**src/rtl/ins_fetch_pkg.sv**
```systemverilog
// Shared types for the instruction fetch stage.
package ins_fetch_pkg;

    typedef enum logic {IDLE = 1'b0, RUN = 1'b1} fetch_state_t;

    localparam int BUF_DEPTH = 2;
    localparam int CNT_W     = $clog2(BUF_DEPTH + 1);

endpackage

```
**src/rtl/fetch_buf.sv**
```systemverilog
// Two-entry skid FIFO holding {address, instruction} pairs between RAM and decoder.
module fetch_buf
    import ins_fetch_pkg::*;
#(
    parameter int DATA_W = 16
) (
    input  logic              clk,
    input  logic              rst,
    input  logic              clear,
    input  logic              push,
    input  logic              pop,
    input  logic [DATA_W-1:0] din,
    output logic [DATA_W-1:0] dout,
    output logic [CNT_W-1:0]  count
);

    logic [DATA_W-1:0] ent0;
    logic [DATA_W-1:0] ent1;

    always_ff @(posedge clk) begin
        if (rst || clear) begin
            count <= '0;
        end else if (push && !pop) begin
            count <= count + 1'b1;
        end else if (pop && !push) begin
            count <= count - 1'b1;
        end
    end

    // Storage carries no reset; occupancy alone decides what is visible.
    always_ff @(posedge clk) begin
        if (pop) begin
            ent0 <= (push && count == CNT_W'(1)) ? din : ent1;
            if (push && count == CNT_W'(2)) begin
                ent1 <= din;
            end
        end else if (push) begin
            if (count == '0) begin
                ent0 <= din;
            end else begin
                ent1 <= din;
            end
        end
    end

    assign dout = ent0;

endmodule

```
**src/rtl/ins_fetch.sv**
```systemverilog
// Fetch stage: FSM, program counter and issue throttling in front of a 1-cycle instruction RAM.
module ins_fetch
    import ins_fetch_pkg::*;
#(
    parameter int                    INS_WIDTH  = 8,
    parameter int                    ADDR_WIDTH = 8,
    parameter logic [ADDR_WIDTH-1:0] START_ADDR = '0
) (
    input  logic                  clk,
    input  logic                  rst,
    input  logic                  start,
    input  logic                  jmpEn,
    input  logic [ADDR_WIDTH-1:0] jmpAddr,
    input  logic                  endOp,
    output logic [ADDR_WIDTH-1:0] insAddr,
    input  logic [INS_WIDTH-1:0]  insData,
    output logic [INS_WIDTH-1:0]  insOut,
    output logic [ADDR_WIDTH-1:0] pcOut,
    output logic                  insValid,
    input  logic                  insReady,
    output logic                  busy,
    output logic                  done
);

    localparam int ENT_W = ADDR_WIDTH + INS_WIDTH;

    fetch_state_t            state;
    fetch_state_t            state_nxt;
    logic [ADDR_WIDTH-1:0]   pc;
    logic                    vld_p1;
    logic [ADDR_WIDTH-1:0]   addr_p1;
    logic [CNT_W-1:0]        count;
    logic [ENT_W-1:0]        head;
    logic [2:0]              occ;
    logic                    in_run;
    logic                    stop;
    logic                    jump;
    logic                    pop;
    logic                    issue;
    logic                    push;

    assign in_run = (state == RUN);
    assign stop   = in_run && endOp;
    assign jump   = in_run && jmpEn && !endOp;
    assign pop    = insValid && insReady;

    // A slot is claimed at issue time so a stalled decoder never sees more than two words.
    assign occ   = {{(3-CNT_W){1'b0}}, count} + {2'b00, vld_p1};
    assign issue = in_run && !endOp && !jmpEn && (occ < (3'd2 + {2'b00, pop}));
    assign push  = in_run && !endOp && !jmpEn && vld_p1;

    always_ff @(posedge clk) begin
        if (rst) begin
            state <= IDLE;
        end else begin
            state <= state_nxt;
        end
    end

    always_comb begin
        state_nxt = state;
        case (state)
            IDLE:    if (start) state_nxt = RUN;
            RUN:     if (endOp) state_nxt = IDLE;
            default: state_nxt = IDLE;
        endcase
    end

    always_comb begin
        busy = (state == RUN);
    end

    always_ff @(posedge clk) begin
        if (rst || stop) begin
            pc <= START_ADDR;
        end else if (jump) begin
            pc <= jmpAddr;
        end else if (issue) begin
            pc <= pc + 1'b1;
        end
    end

    // Stage 1: address presented to RAM, data returns next cycle.
    always_ff @(posedge clk) begin
        if (rst) begin
            vld_p1 <= 1'b0;
        end else begin
            vld_p1 <= issue;
        end
    end

    always_ff @(posedge clk) begin
        if (issue) begin
            addr_p1 <= pc;
        end
    end

    always_ff @(posedge clk) begin
        if (rst) begin
            done <= 1'b0;
        end else begin
            done <= stop;
        end
    end

    fetch_buf #(
        .DATA_W (ENT_W)
    ) u_buf (
        .clk   (clk),
        .rst   (rst),
        .clear (stop || jump),
        .push  (push),
        .pop   (pop),
        .din   ({addr_p1, insData}),
        .dout  (head),
        .count (count)
    );

    assign insAddr  = pc;
    assign insValid = (count != '0);
    assign {pcOut, insOut} = insValid ? head : '0;

endmodule

```
**config.mk**
```make
export PLATFORM = sky130hd
export DESIGN_NAME = ins_fetch
export DESIGN_NICKNAME = d
export VERILOG_FILES = /design/src/rtl/ins_fetch_pkg.sv /design/src/rtl/fetch_buf.sv /design/src/rtl/ins_fetch.sv
export SDC_FILE = /design/constraint.sdc
export NUM_CORES = 1
export LEC_CHECK = 0
export BUFFER_PORTS_ARGS = -buffer_cell sky130_fd_sc_hd__buf_2
export CAP_MARGIN = 20
export CORE_AREA = 3 3 73 75
export DETAILED_ROUTE_END_ITERATION = 10
export DIE_AREA = 0 0 76 78
export PLACE_DENSITY = 0.76
export RECOVER_POWER = 25
export SETUP_SLACK_MARGIN = 0.2
export SYNTH_ARGS = -nofsm -noshare
export SYNTH_HDL_FRONTEND = slang
export SYNTH_SLANG_ARGS = --single-unit
```
**constraint.sdc**
```tcl
create_clock -name clk -period 3.2 [get_ports clk]
set_clock_uncertainty 0.15 [all_clocks]
set_input_delay 0.16 -clock clk [delete_from_list [all_inputs] [get_ports clk]]
set_output_delay 0.16 -clock clk [all_outputs]
set_load 0.05 [all_outputs]
```
# After elaboration in Yosys (flattened, before gate mapping)
# Index checks and enable logic that the tools add are counted.
# Widths: inputs -> output; s select.
# word_totals
reg_bits	53
in_bits	22
out_inout_bits	27
word_cells	62
# op_classes
add_sub_neg	5
magnitude_cmp	1
n_eq_ne	4
n_mux	16
n_bitwise	1
n_reduce_logical	27
# op_table
op	count
$mux 16	9
$mux 8	2
$logic_and 1x1->1	12
$reduce_bool 2->1	5
$add 8x1->8 const B	1
$logic_not 1->1	4
$mux 2	2
$add 2x1->3	1
$add 2x1->3 const A	1
$logic_or 1x1->1	3
$lt 3x3->1	1
$reduce_and 3->1	1
$add 2x1->2 const B	1
$eq 2x1->1 const B	1
$eq 2x2->1 const B	1
$logic_not 2->1	1
$mux 1	2
$ne 2x1->1 const B	1
$ne 2x2->1 const B	1
$pmux 1 s2	1
$reduce_and 2->1	1
$sub 2x1->2 const B	1
$not 1->1	1

# Longest topological paths before layout
# Gate-level depths: netlist (run 1).
# logic_depth
depth_word	8
depth_mapped	7
ltp_nobuf	7

# By module
# Synthesis (run 1) repeated with hierarchy kept, for this count alone.
# hier_totals
hier_cells	184
area_unflattened_um2	2431.1
# by_module_without_submodules
mod	n_inst	cells_per_inst	area_per_inst_um2	seq_area_each_um2
fetch_buf	1	71	1401.3	1001.0
ins_fetch	1	113	1029.7	460.4

# Worst setup path after synthesis (run 1)
# OpenSTA, ideal clock, no wires.
# synth_path
path_kind	flip-flop to flip-flop
from	register state (netlist: busy)
to	register u_buf.ent1[0], enable pin
setup_ps	414
t_arrival_ps	2884
required_time_ps	2636
slack_ps	-249
path_stages_with_launch	5
path_buffers	0
synth_period_minus_slack_ps	3449
cell_sequence	dfxtp_1 -> nor4bb_1 -> inv_1 -> ha_1 -> a211oi_1
# synth_between
elab_chain_len	6
word_cells_on_any_way	7
classes_between	eq/ne: 1; reduce/logical: 6
# synth_lines
item	line_no	rtl
from (decl)	ins_fetch.sv:27	fetch_state_t state;
from (signal assigned)	ins_fetch.sv:56	state <= state_nxt;
$logic_and 1x1->1 (*) (3 in a row)	ins_fetch.sv:50	assign push = in_run && !endOp && !jmpEn && vld_p1;
$logic_and 1x1->1	fetch_buf.sv:34	if (push && count == CNT_W'(2)) begin
$ne 2x1->1 (no line)	n/a	
$reduce_and 3->1 (no line) (*)	n/a	
to (signal assigned)	fetch_buf.sv:35	ent1 <= din;
to (signal assigned)	fetch_buf.sv:41	ent1 <= din;
to (decl)	fetch_buf.sv:18	logic [DATA_W-1:0] ent1;
# Mark *: on every way between the ends. The rest lies on a longest branch, timed or not.
# A chain may end at the register's enable or synchronous reset.

# Final worst setup path (run 1)
# layout_path
from	register state (netlist: busy)
to	register u_buf.ent1[8], enable pin
# The elaborated chain is that of the path after synthesis.

==> impl_metrics.env, run 1 <==
export IMPL_syn_num_nets=192
export IMPL_endpoint="u_buf.ent1[8]"
export IMPL_grtUsageTotal_pct=14.5
export IMPL_static_leakage_power_nw=1.06
export IMPL_netlist_area_before_placement_um2=2260
export IMPL_die_area_um2=5930
export IMPL_grt_pass1_vias=1449
export IMPL_synth_yosys_seq_area_share_pct=64.8
export IMPL_class_of_the_tightest_hold_or_removal_check="in2reg"
export IMPL_vias_per_cell=4.89
export IMPL_routedWlPerCell_um=13.1
export IMPL_antenna_left=0
export IMPL_dp_hpwl_um=2660
export IMPL_max_clock_freq_mhz=416
export IMPL_area_growth_pct=27.1
export IMPL_global_route_overflow_total=0
export IMPL_ff2ff_path_depth=5
export IMPL_die_h_um=78
export IMPL_setup_violations_final=0
export IMPL_gr_usage_met1_pct=18.4
export IMPL_gp_routability_congestion=0.807
export IMPL_design_portCount=49
export IMPL_reg2reg_slack_ns=0.80
export IMPL_grt_max_degree=20
export IMPL_crit_path_start_kind="flop"
export IMPL_antenna_found_initial=0
export IMPL_use_met3_pct=4.99
export IMPL_report_final_hold_viol_count=0
export IMPL_detail_route_wirelength_um=3950
export IMPL_outcome="finished, final reports clean"
export IMPL_power_density_nw_per_um2=481
export IMPL_netSwitchingFraction_pct=20.3
export IMPL_yosysUniqueCellTypes=29
export IMPL_cts_resized=0
export IMPL_critical_path_required_ns=3.05
export IMPL_design_final_nets=262
export IMPL_placement_rows=25
export IMPL_layout_drive_gt1_share_pct=29.9
export IMPL_worst_endpoint_arrival_ns=2.25
export IMPL_rr_endpoint="u_buf.ent1[8]"
export IMPL_cts_inserted_buffers=5
export IMPL_timing_max_cap_violations=0
export IMPL_crit_start="busy"
export IMPL_post_synthesis_sequential_element_count=53
export IMPL_detail_route_first_pass_iterations=2
export IMPL_net_switching_power_mw=0.280
export IMPL_synthesis_instances=163
export IMPL_worst_setup_path_end_kind="flop"
export IMPL_max_slew_worst_pin_slew_ns=0.831
export IMPL_cts_htree_levels=2
export IMPL_pwr_share_seq_pct=54.7
export IMPL_power_combinational_fraction_pct=7.5
export IMPL_critPathKind="reg2reg"
export IMPL_max_slew_margin_rel_pct=43.9
export IMPL_die_width_um=76
export IMPL_placeableCoreArea_um2=4720
export IMPL_ys_warn_count=0
export IMPL_fin_cells=301
export IMPL_cts_buffer_depth=2
export IMPL_finalCritPeriodShare_pct=75.1
export IMPL_rr_startpoint="busy"
export IMPL_cp_max_fanout=16
export IMPL_path_clk_slew_ns=0.09
export IMPL_min_period_ns=2.40
export IMPL_clock_latency_ns=0.31
export IMPL_top_usage_layer="met2"
export IMPL_antennaDiodeCount=0
export IMPL_grt_pass1_wl_um=6820
export IMPL_peak_ir_drop_on_the_vdd_network_uv=301
export IMPL_rsz0062_at_grt="false"
export IMPL_postLayoutCoreUtil_pct=60.7
export IMPL_clk_pwr_share_pct=37.8
export IMPL_number_of_sinks_driven_by_the_clock_tree=53
export IMPL_slew_violations=0
export IMPL_placedCellCount=278
export IMPL_cts_tree="built"
export IMPL_clock_tree_root_cell="clkbuf_8"
export IMPL_setup_total_negative_slack_ns=0
export IMPL_drt_first_iter_violations=105
export IMPL_drc_viols=0
export IMPL_power_report_internal_total_mw=1.10
export IMPL_routed_via_count=1473
export IMPL_synthesis_area_per_instance_um2=13.8
export IMPL_starting_density_pct=47.8
export IMPL_grtUsageMet2_pct=23.0
export IMPL_port_buf_inserts=48
[what timing repair did]
item	CTS	global route
endpoints found under the hold margin	15	0
setup buffers	0	0
hold buffers	15	0
[through the flow]
step | setup WS (ns) | total power, mW | hold slack (ns) | cell area [µm²]
after floorplan | 0.279 | 0.829 | 0.0815 | 2260
after global placement | 0.838 | 0.860 | 0.205 | 2600
after detailed placement | 0.817 | 0.861 | 0.205 | 2600
after CTS | 0.793 | 1.39 | 0.00989 | 2880
after global routing | 0.637 | 1.43 | 0.0320 | 2870
final | 0.797 | 1.38 | 0.0230 | 2870
[routing by layer]
metal  part of all wire, %  vias up
li1                      -      740
met1                    46      679
met2                    45       47
met3                   6.4        7
met4                   1.8        0
met5                     0        -
[kinds of logic (layout without fill, tap and decap cells)]
logic type      Yosys count  in the layout  share of synthesized area [%]
simple gates             40             40                           10.7
compound gates           29             29                           8.26
flops                    53             53                           64.8
buf+inv                  12             83                           2.05
mux                      16             16                           7.99
fa+ha+maj                 7              7                           3.88
xor+xnor                  6              6                           2.33
[placed cells by master (no fill, tap or decap), types with 2 or more instances in the layout]
cell           instances
dfxtp_1               13
buf_4                  4
clkbuf_1              12
bufinv_16              2
nand2_1                7
a211oi_1               2
a2111oi_0              2
nand2b_1               2
o21ai_0                8
xnor2_1                6
nand3_1                2
a21oi_1                6
ha_1                   7
nand3b_1               2
a31oi_1                4
nor2b_1               16
nor2_1                 3
edfxtp_1              40
buf_2                 35
o31ai_1                2
nand4_1                2
inv_1                  8
or4_1                  2
mux2_2                16
dlygate4sd3_1         15
clkbuf_8               5
[cell type report]
cell class                 count  area [µm²]
clock buffer                   5        68.8
sequential                    53        1460
fill                         369        1860
timing repair buffer          67         405
tap                           67        83.8
inverter                       8        30.0
clock inverter                 3        65.1
multi-input combinational     98         753
[Yosys cell counts, drive strengths merged]
cell / number / area, µm²
a2111oi: 2 / 17.5
a211oi: 3 / 22.5
a21o: 1 / 15.0
a21oi: 7 / 38.8
a31oi: 4 / 25.0
buf: 1 / 5.00
clkbuf: 3 / 11.3
dfxtp: 13 / 260
edfxtp: 40 / 1200
ha: 7 / 87.6
inv: 8 / 30.0
mux2: 16 / 180
nand2: 7 / 26.3
nand2b: 2 / 12.5
nand3: 2 / 10.0
nand3b: 2 / 15.0
nand4: 2 / 12.5
nor2: 3 / 11.3
nor2b: 16 / 100
nor4bb: 1 / 10.0
o21a: 1 / 7.51
o21ai: 9 / 45.0
o31ai: 2 / 15.0
or2: 1 / 6.26
or3b: 1 / 8.76
or4: 2 / 15.0
or4b: 1 / 13.8
xnor2: 6 / 52.6
[state kept, by name (all words and copies together), names as in the netlist]
signal       cells
u_buf.ent1      16
insAddr          8
busy             1
addr_p1          8
done             1
u_buf.dout      16
u_buf.count      2
vld_p1           1
[critical path: stages (launching register included)]
cell and delay (ns):
dfxtp_1 0.43, nor4bb_1 0.69, inv_1 0.14, ha_1 0.23, a211oi_2 0.19, buf_4 0.27
[power groups by stage]
stage	combinational (mW)	sequential, mW	clock (mW)
6_report	0.103	0.755	0.521
3_5_place_dp	0.0908	0.770	0
3_3_place_gp	0.0898	0.770	0
5_1_grt	0.112	0.756	0.564
4_1_cts	0.105	0.755	0.535
2_1_floorplan	0.0415	0.788	0
[how the worst min path moves through the flow]
stage                     cells after the start  slack (ns)       endpoint       start
final                                         3        0.02     insAddr[5]  jmpAddr[5]
after global routing                          3        0.03     insAddr[5]  jmpAddr[5]
after CTS                                     3        0.01     insAddr[5]  jmpAddr[5]
after detailed placement                      1        0.21  u_buf.ent1[1]  insData[1]
after global placement                        2        0.20           done         rst
after floorplan                               1        0.08           done         rst
Power figures use the tool's default switching activity.
==> run 2: changes to the inputs <==
--- a/config.mk
+++ b/config.mk
@@ -7,10 +7,10 @@
 export LEC_CHECK = 0
 export BUFFER_PORTS_ARGS = -buffer_cell sky130_fd_sc_hd__buf_2
 export CAP_MARGIN = 20
-export CORE_AREA = 3 3 73 75
+export CORE_AREA = 3 3 70 72
 export DETAILED_ROUTE_END_ITERATION = 10
-export DIE_AREA = 0 0 76 78
-export PLACE_DENSITY = 0.76
+export DIE_AREA = 0 0 73 75
+export PLACE_DENSITY = 0.79
 export RECOVER_POWER = 25
 export SETUP_SLACK_MARGIN = 0.2
 export SYNTH_ARGS = -nofsm -noshare
==> constraint.sdc (replaced) <==
create_clock -name clk -period 2.4 [get_ports clk]
set_clock_uncertainty 0.15 [all_clocks]
set_input_delay 0.12 -clock clk [delete_from_list [all_inputs] [get_ports clk]]
set_output_delay 0.12 -clock clk [all_outputs]
set_load 0.05 [all_outputs]
==> impl_metrics.env, run 2 (same netlist as run 1, synthesis figures left out) <==
export IMPL_outcome="finished, final reports clean"
export IMPL_die_area_um2=5480
export IMPL_path_clk_slew_ns=0.09
export IMPL_rr_startpoint="u_buf.count[0]"
export IMPL_commonest_non_fill_non_tap_cell_in_the_layout="edfxtp_1"
export IMPL_hold_path_depth=3
export IMPL_detail_route_first_pass_iterations=5
export IMPL_area_growth_pct=32.1
export IMPL_grt_pass1_wl_um=6670
export IMPL_cp_max_fanout=6
export IMPL_max_clock_freq_mhz=441
export IMPL_commonest_non_fill_non_tap_cells_in_the_layout="40 x edfxtp_1, 37 x buf_2, 18 x dlygate4sd3_1, 16 x mux2_2, 16 x nor2b_1"
export IMPL_design_portCount=49
export IMPL_drc_viols=0
export IMPL_rsz0062_at_grt="true"
export IMPL_worst_endpoint_arrival_ns=2.34
export IMPL_design_final_nets=268
export IMPL_cts_tree="built"
export IMPL_clock_latency_ns=0.30
export IMPL_detail_route_wirelength_um=4100
export IMPL_number_of_sinks_driven_by_the_clock_tree=53
export IMPL_critPathKind="reg2reg"
export IMPL_grtUsageTotal_pct=16.1
export IMPL_ff2ff_path_depth=6
export IMPL_reg2reg_slack_ns=0.13
export IMPL_setup_violations_final=0
export IMPL_grt_max_degree=20
export IMPL_hold_start="jmpAddr[1]"
export IMPL_cts_inserted_buffers=5
export IMPL_class_of_the_tightest_hold_or_removal_check="in2reg"
export IMPL_vias_per_cell=5.27
export IMPL_routedWlPerCell_um=14.0
export IMPL_total_power_consumption_mw=1.86
export IMPL_static_leakage_power_nw=1.10
export IMPL_global_route_overflow_total=0
export IMPL_drt_first_iter_violations=118
export IMPL_timing_max_cap_violations=0
export IMPL_grt_pass1_vias=1414
export IMPL_placeableCoreArea_um2=4350
export IMPL_report_final_hold_viol_count=0
export IMPL_antenna_left=0
export IMPL_rr_endpoint="insAddr[7]"
export IMPL_die_h_um=75
export IMPL_power_density_nw_per_um2=623
export IMPL_slew_violations=0
export IMPL_final_design_instance_area_without_fill_um2=2980
export IMPL_critical_path_required_ns=2.48
export IMPL_antenna_found_initial=0
export IMPL_clock_tree_root_cell="clkbuf_8"
export IMPL_layout_drive_gt1_share_pct=34.2
export IMPL_setup_total_negative_slack_ns=0
export IMPL_fin_cells=292
export IMPL_max_slew_margin_rel_pct=59.7
export IMPL_worst_hold_path_endpoint="insAddr[1]"
export IMPL_die_width_um=73
export IMPL_finalCritPeriodShare_pct=94.5
export IMPL_postLayoutCoreUtil_pct=68.4
export IMPL_peak_ir_drop_on_the_vdd_network_uv=433
export IMPL_placedCellCount=263
export IMPL_antennaDiodeCount=0
export IMPL_max_slew_worst_pin_slew_ns=0.604
export IMPL_routed_via_count=1538
export IMPL_crit_path_start_kind="flop"
export IMPL_dp_hpwl_um=2730
export IMPL_port_buf_inserts=48
export IMPL_worst_setup_path_end_kind="flop"
export IMPL_cts_buffer_depth=2
export IMPL_cts_htree_levels=2
export IMPL_gp_routability_congestion=0.789
export IMPL_starting_density_pct=51.8
export IMPL_place_area_um2=2640
export IMPL_min_period_ns=2.27
export IMPL_placement_rows=24
[run 2: cell count changes in the layout (fill, tap and decap cells not counted), sizes merged]
cell	change
clkinv	-1
buf	+5
dlygate4sd3	+3
inv	+1
clkbuf	-2
[run 2: worst max path at each step]
stage	start	to	cells after the start
after CTS	u_buf.count[0]	insAddr[7]	6
after floorplan	u_buf.count[0]	u_buf.ent1[0]	6
after global placement	u_buf.count[0]	insAddr[5]	6
after global routing	u_buf.count[0]	insAddr[0]	7
final	u_buf.count[0]	insAddr[7]	6
after detailed placement	u_buf.count[0]	insAddr[7]	6
[run 2: power by group]
part / switching, mW / total, mW / leakage (nW) / internal [mW]
clock network: 0.283 / 0.702 / 0.0687 / 0.420
logic: 0.0848 / 0.148 / 0.556 / 0.0632
registers: 0.0128 / 1.01 / 0.479 / 0.992
[run 2: layout make-up]
class                      instances  area [µm²]
fill                             327        1380
inverter                           8        30.0
tap                               52        65.1
sequential                        53        1470
clock inverter                     3        68.8
multi-input combinational         98         806
clock buffer                       5        68.8
timing repair buffer              73         470
[run 2: routing by layer]
metal  GRT usage [%]  vias up  share of wire (%)
met5               0        -                  0
met2            25.8       59                 48
met3            4.14        5                5.8
met4            4.92        0               0.80
li1                -      753                  -
met1            21.6      721                 45
[run 2: through the flow]
stage | worst slack (ns) | hold WS, ns
finish | 0.132 | 0.0204
global route | 0.0545 | 0.0378
CTS | 0.136 | 0.00392
detailed placement | 0.133 | 0.168
global placement | 0.169 | 0.164
floorplan | 0.196 | 0.0415
[run 2: worst max-delay path, cell delays in order (launching register included)]
cell and delay (ns):
dfxtp_4 0.37, ha_4 0.15, ha_2 0.16, or4b_4 0.51
a21o_4 0.22, or4_1 0.46, a31oi_1 0.17
[run 2: timing repair]
| item | 4_1_cts | 5_1_grt |
|---|---|---|
| hold buffers | 18 | 0 |
| setup buffers | 2 | 0 |
| cloned | 0 | 1 |
| resized for setup | 3 | 5 |
| hold endpoints to repair | 26 | 0 |
| pin swaps | 1 | 0 |
| endpoints found under the setup margin | 33 | 46 |
==> run 3: changes to the inputs <==
--- a/config.mk
+++ b/config.mk
@@ -7,10 +7,10 @@
 export LEC_CHECK = 0
 export BUFFER_PORTS_ARGS = -buffer_cell sky130_fd_sc_hd__buf_2
 export CAP_MARGIN = 20
-export CORE_AREA = 3 3 70 72
+export CORE_AREA = 3 3 65 79
 export DETAILED_ROUTE_END_ITERATION = 10
-export DIE_AREA = 0 0 73 75
-export PLACE_DENSITY = 0.79
+export DIE_AREA = 0 0 68 82
+export PLACE_DENSITY = 0.77
 export RECOVER_POWER = 25
 export SETUP_SLACK_MARGIN = 0.2
 export SYNTH_ARGS = -nofsm -noshare
==> impl_metrics.env, run 3 (same netlist as run 1, synthesis figures left out) <==
export IMPL_reg2reg_slack_ns=0.17
export IMPL_rsz0062_at_grt="true"
export IMPL_setup_total_negative_slack_ns=0
export IMPL_ff2ff_path_depth=6
export IMPL_timing_max_cap_violations=0
export IMPL_critPathKind="reg2reg"
export IMPL_hold_path_depth=3
export IMPL_netSwitchingFraction_pct=23.7
export IMPL_drt_first_iter_violations=56
export IMPL_cp_max_fanout=6
export IMPL_design_portCount=49
export IMPL_power_combinational_fraction_pct=9.0
export IMPL_die_width_um=68
export IMPL_die_h_um=82
export IMPL_global_route_overflow_total=0
export IMPL_class_of_the_tightest_hold_or_removal_check="in2reg"
export IMPL_rr_startpoint="u_buf.count[0]"
export IMPL_area_growth_pct=31.9
export IMPL_grt_pass1_vias=1437
export IMPL_worst_setup_path_end_kind="flop"
export IMPL_setup_violations_final=0
export IMPL_number_of_sinks_driven_by_the_clock_tree=53
export IMPL_routed_via_count=1521
export IMPL_net_switching_power_mw=0.392
export IMPL_grt_pass1_wl_um=6500
export IMPL_cpLargestDelayFamily="simple AND/OR/NAND/NOR gates"
export IMPL_final_design_instance_area_without_fill_um2=2980
export IMPL_timing_critical_path_buf_inv=0
export IMPL_vias_per_cell=5.07
export IMPL_clock_latency_ns=0.30
export IMPL_worst_endpoint_arrival_ns=2.32
export IMPL_detail_route_wirelength_um=3970
export IMPL_slew_violations=0
export IMPL_pwr_share_seq_pct=60.7
export IMPL_grt_max_degree=20
export IMPL_antennaDiodeCount=0
export IMPL_design_final_nets=270
export IMPL_drc_viols=0
export IMPL_max_stage_delay_ns=0.51
export IMPL_dp_hpwl_um=2780
export IMPL_power_density_nw_per_um2=556
export IMPL_outcome="finished, final reports clean"
export IMPL_finalCritPeriodShare_pct=92.9
export IMPL_rr_endpoint="insAddr[5]"
export IMPL_max_slew_margin_rel_pct=57.9
export IMPL_routedWlPerCell_um=13.2
export IMPL_place_area_um2=2640
export IMPL_max_slew_worst_pin_slew_ns=0.631
export IMPL_gp_routability_congestion=0.743
export IMPL_port_buf_inserts=48
export IMPL_detail_route_first_pass_iterations=4
export IMPL_cts_inserted_buffers=5
export IMPL_commonest_non_fill_non_tap_cell_in_the_layout="edfxtp_1"
export IMPL_report_final_hold_viol_count=0
export IMPL_crit_path_top_delay_cell="or4b_4"
export IMPL_worstPathCellList="ha_4 > ha_4 > or4b_4 > a21o_4 > or4_1 > a31oi_1"
export IMPL_placeableCoreArea_um2=4530
export IMPL_grtUsageTotal_pct=15.6
export IMPL_layout_drive_gt1_share_pct=34.7
export IMPL_max_clock_freq_mhz=448
export IMPL_antenna_found_initial=0
export IMPL_commonest_non_fill_non_tap_cells_in_the_layout="40 x edfxtp_1, 35 x buf_2, 18 x dlygate4sd3_1, 16 x mux2_2, 16 x nor2b_1"
export IMPL_power_report_internal_total_mw=1.26
export IMPL_worst_hold_path_endpoint="insAddr[1]"
export IMPL_crit_path_start_kind="flop"
export IMPL_cts_htree_levels=2
export IMPL_path_clk_slew_ns=0.09
export IMPL_placement_rows=27
export IMPL_clock_tree_root_cell="clkbuf_8"
export IMPL_critical_path_required_ns=2.49
export IMPL_die_area_um2=5580
export IMPL_hold_start="jmpAddr[1]"
export IMPL_antenna_left=0
export IMPL_cts_buffer_depth=2
export IMPL_peak_ir_drop_on_the_vdd_network_uv=262
export IMPL_min_period_ns=2.23
export IMPL_cts_tree="built"
export IMPL_clk_pwr_share_pct=30.3
export IMPL_starting_density_pct=49.8
export IMPL_static_leakage_power_nw=1.08
export IMPL_crit_path_frequent_cell="ha_4"
[run 3: repair_timing]
| action | 4_1_cts | 5_1_grt |
|---|---|---|
| resized for setup | 5 | 8 |
| endpoints found under the hold margin | 26 | 0 |
| endpoints found under the setup margin | 44 | 48 |
| cloned | 0 | 1 |
| hold buffers | 18 | 0 |
| pin swaps | 1 | 1 |
| buffers inserted | 3 | 1 |
[run 3: power groups by stage]
| stage | Clock (mW) | Sequential, mW | Combinational (mW) |
|---|---|---|---|
| floorplan | 0 | 1.05 | 0.0579 |
| finish | 0.502 | 1.00 | 0.149 |
| global placement | 0 | 1.03 | 0.124 |
| detailed placement | 0 | 1.03 | 0.126 |
| global route | 0.548 | 1.01 | 0.162 |
| CTS | 0.507 | 1.01 | 0.152 |
[run 3: stage by stage]
step / power, mW / util [%] / worst slack (ns) / std cells / hold WS (ns)
CTS: 1.66 / 65.2 / 0.161 / 298 / 0.0105
finish: 1.65 / 65.7 / 0.170 / 300 / 0.00997
global placement: 1.15 / 58.4 / 0.166 / 269 / 0.165
global route: 1.72 / 65.7 / 0.0803 / 300 / 0.0323
detailed placement: 1.15 / 58.4 / 0.0716 / 269 / 0.162
floorplan: 1.11 / - / 0.196 / 163 / 0.0415
[run 3: layout make-up]
type	count	area [µm²]
fillers	341	1550
flip-flops and latches	53	1470
multi-input cells	98	827
repair buffers	75	483
well taps	58	72.6
clock buffers	5	68.8
inverters	8	30.0
clock inverters	3	21.3
[run 3: per-layer routing]
metal  share of wire, %  GRT usage, %  vias to the layer above
li1                   -             -                      759
met1                 43          19.4                      695
met2                 49          26.0                       58
met3                6.4          3.97                        9
met4                1.8          5.37                        0
met5                  0             0                        -
[run 3: worst max-delay path by stage]
| stage | from | end | slack, ns | depth (start not counted) |
|---|---|---|---|---|
| after global routing | u_buf.count[0] | insAddr[6] | 0.08 | 6 |
| after global placement | u_buf.count[0] | insAddr[5] | 0.17 | 6 |
| after floorplan | u_buf.count[0] | u_buf.ent1[0] | 0.20 | 6 |
| after detailed placement | u_buf.count[0] | insAddr[6] | 0.07 | 6 |
| after CTS | u_buf.count[0] | insAddr[7] | 0.16 | 6 |
| final | u_buf.count[0] | insAddr[5] | 0.17 | 6 |
[run 3: worst register-to-register path, cell delays in order, from the launching register on]
cell,delay (ns)
dfxtp_4,0.37
ha_4,0.16
ha_4,0.14
or4b_4,0.51
a21o_4,0.22
or4_1,0.46
a31oi_1,0.16
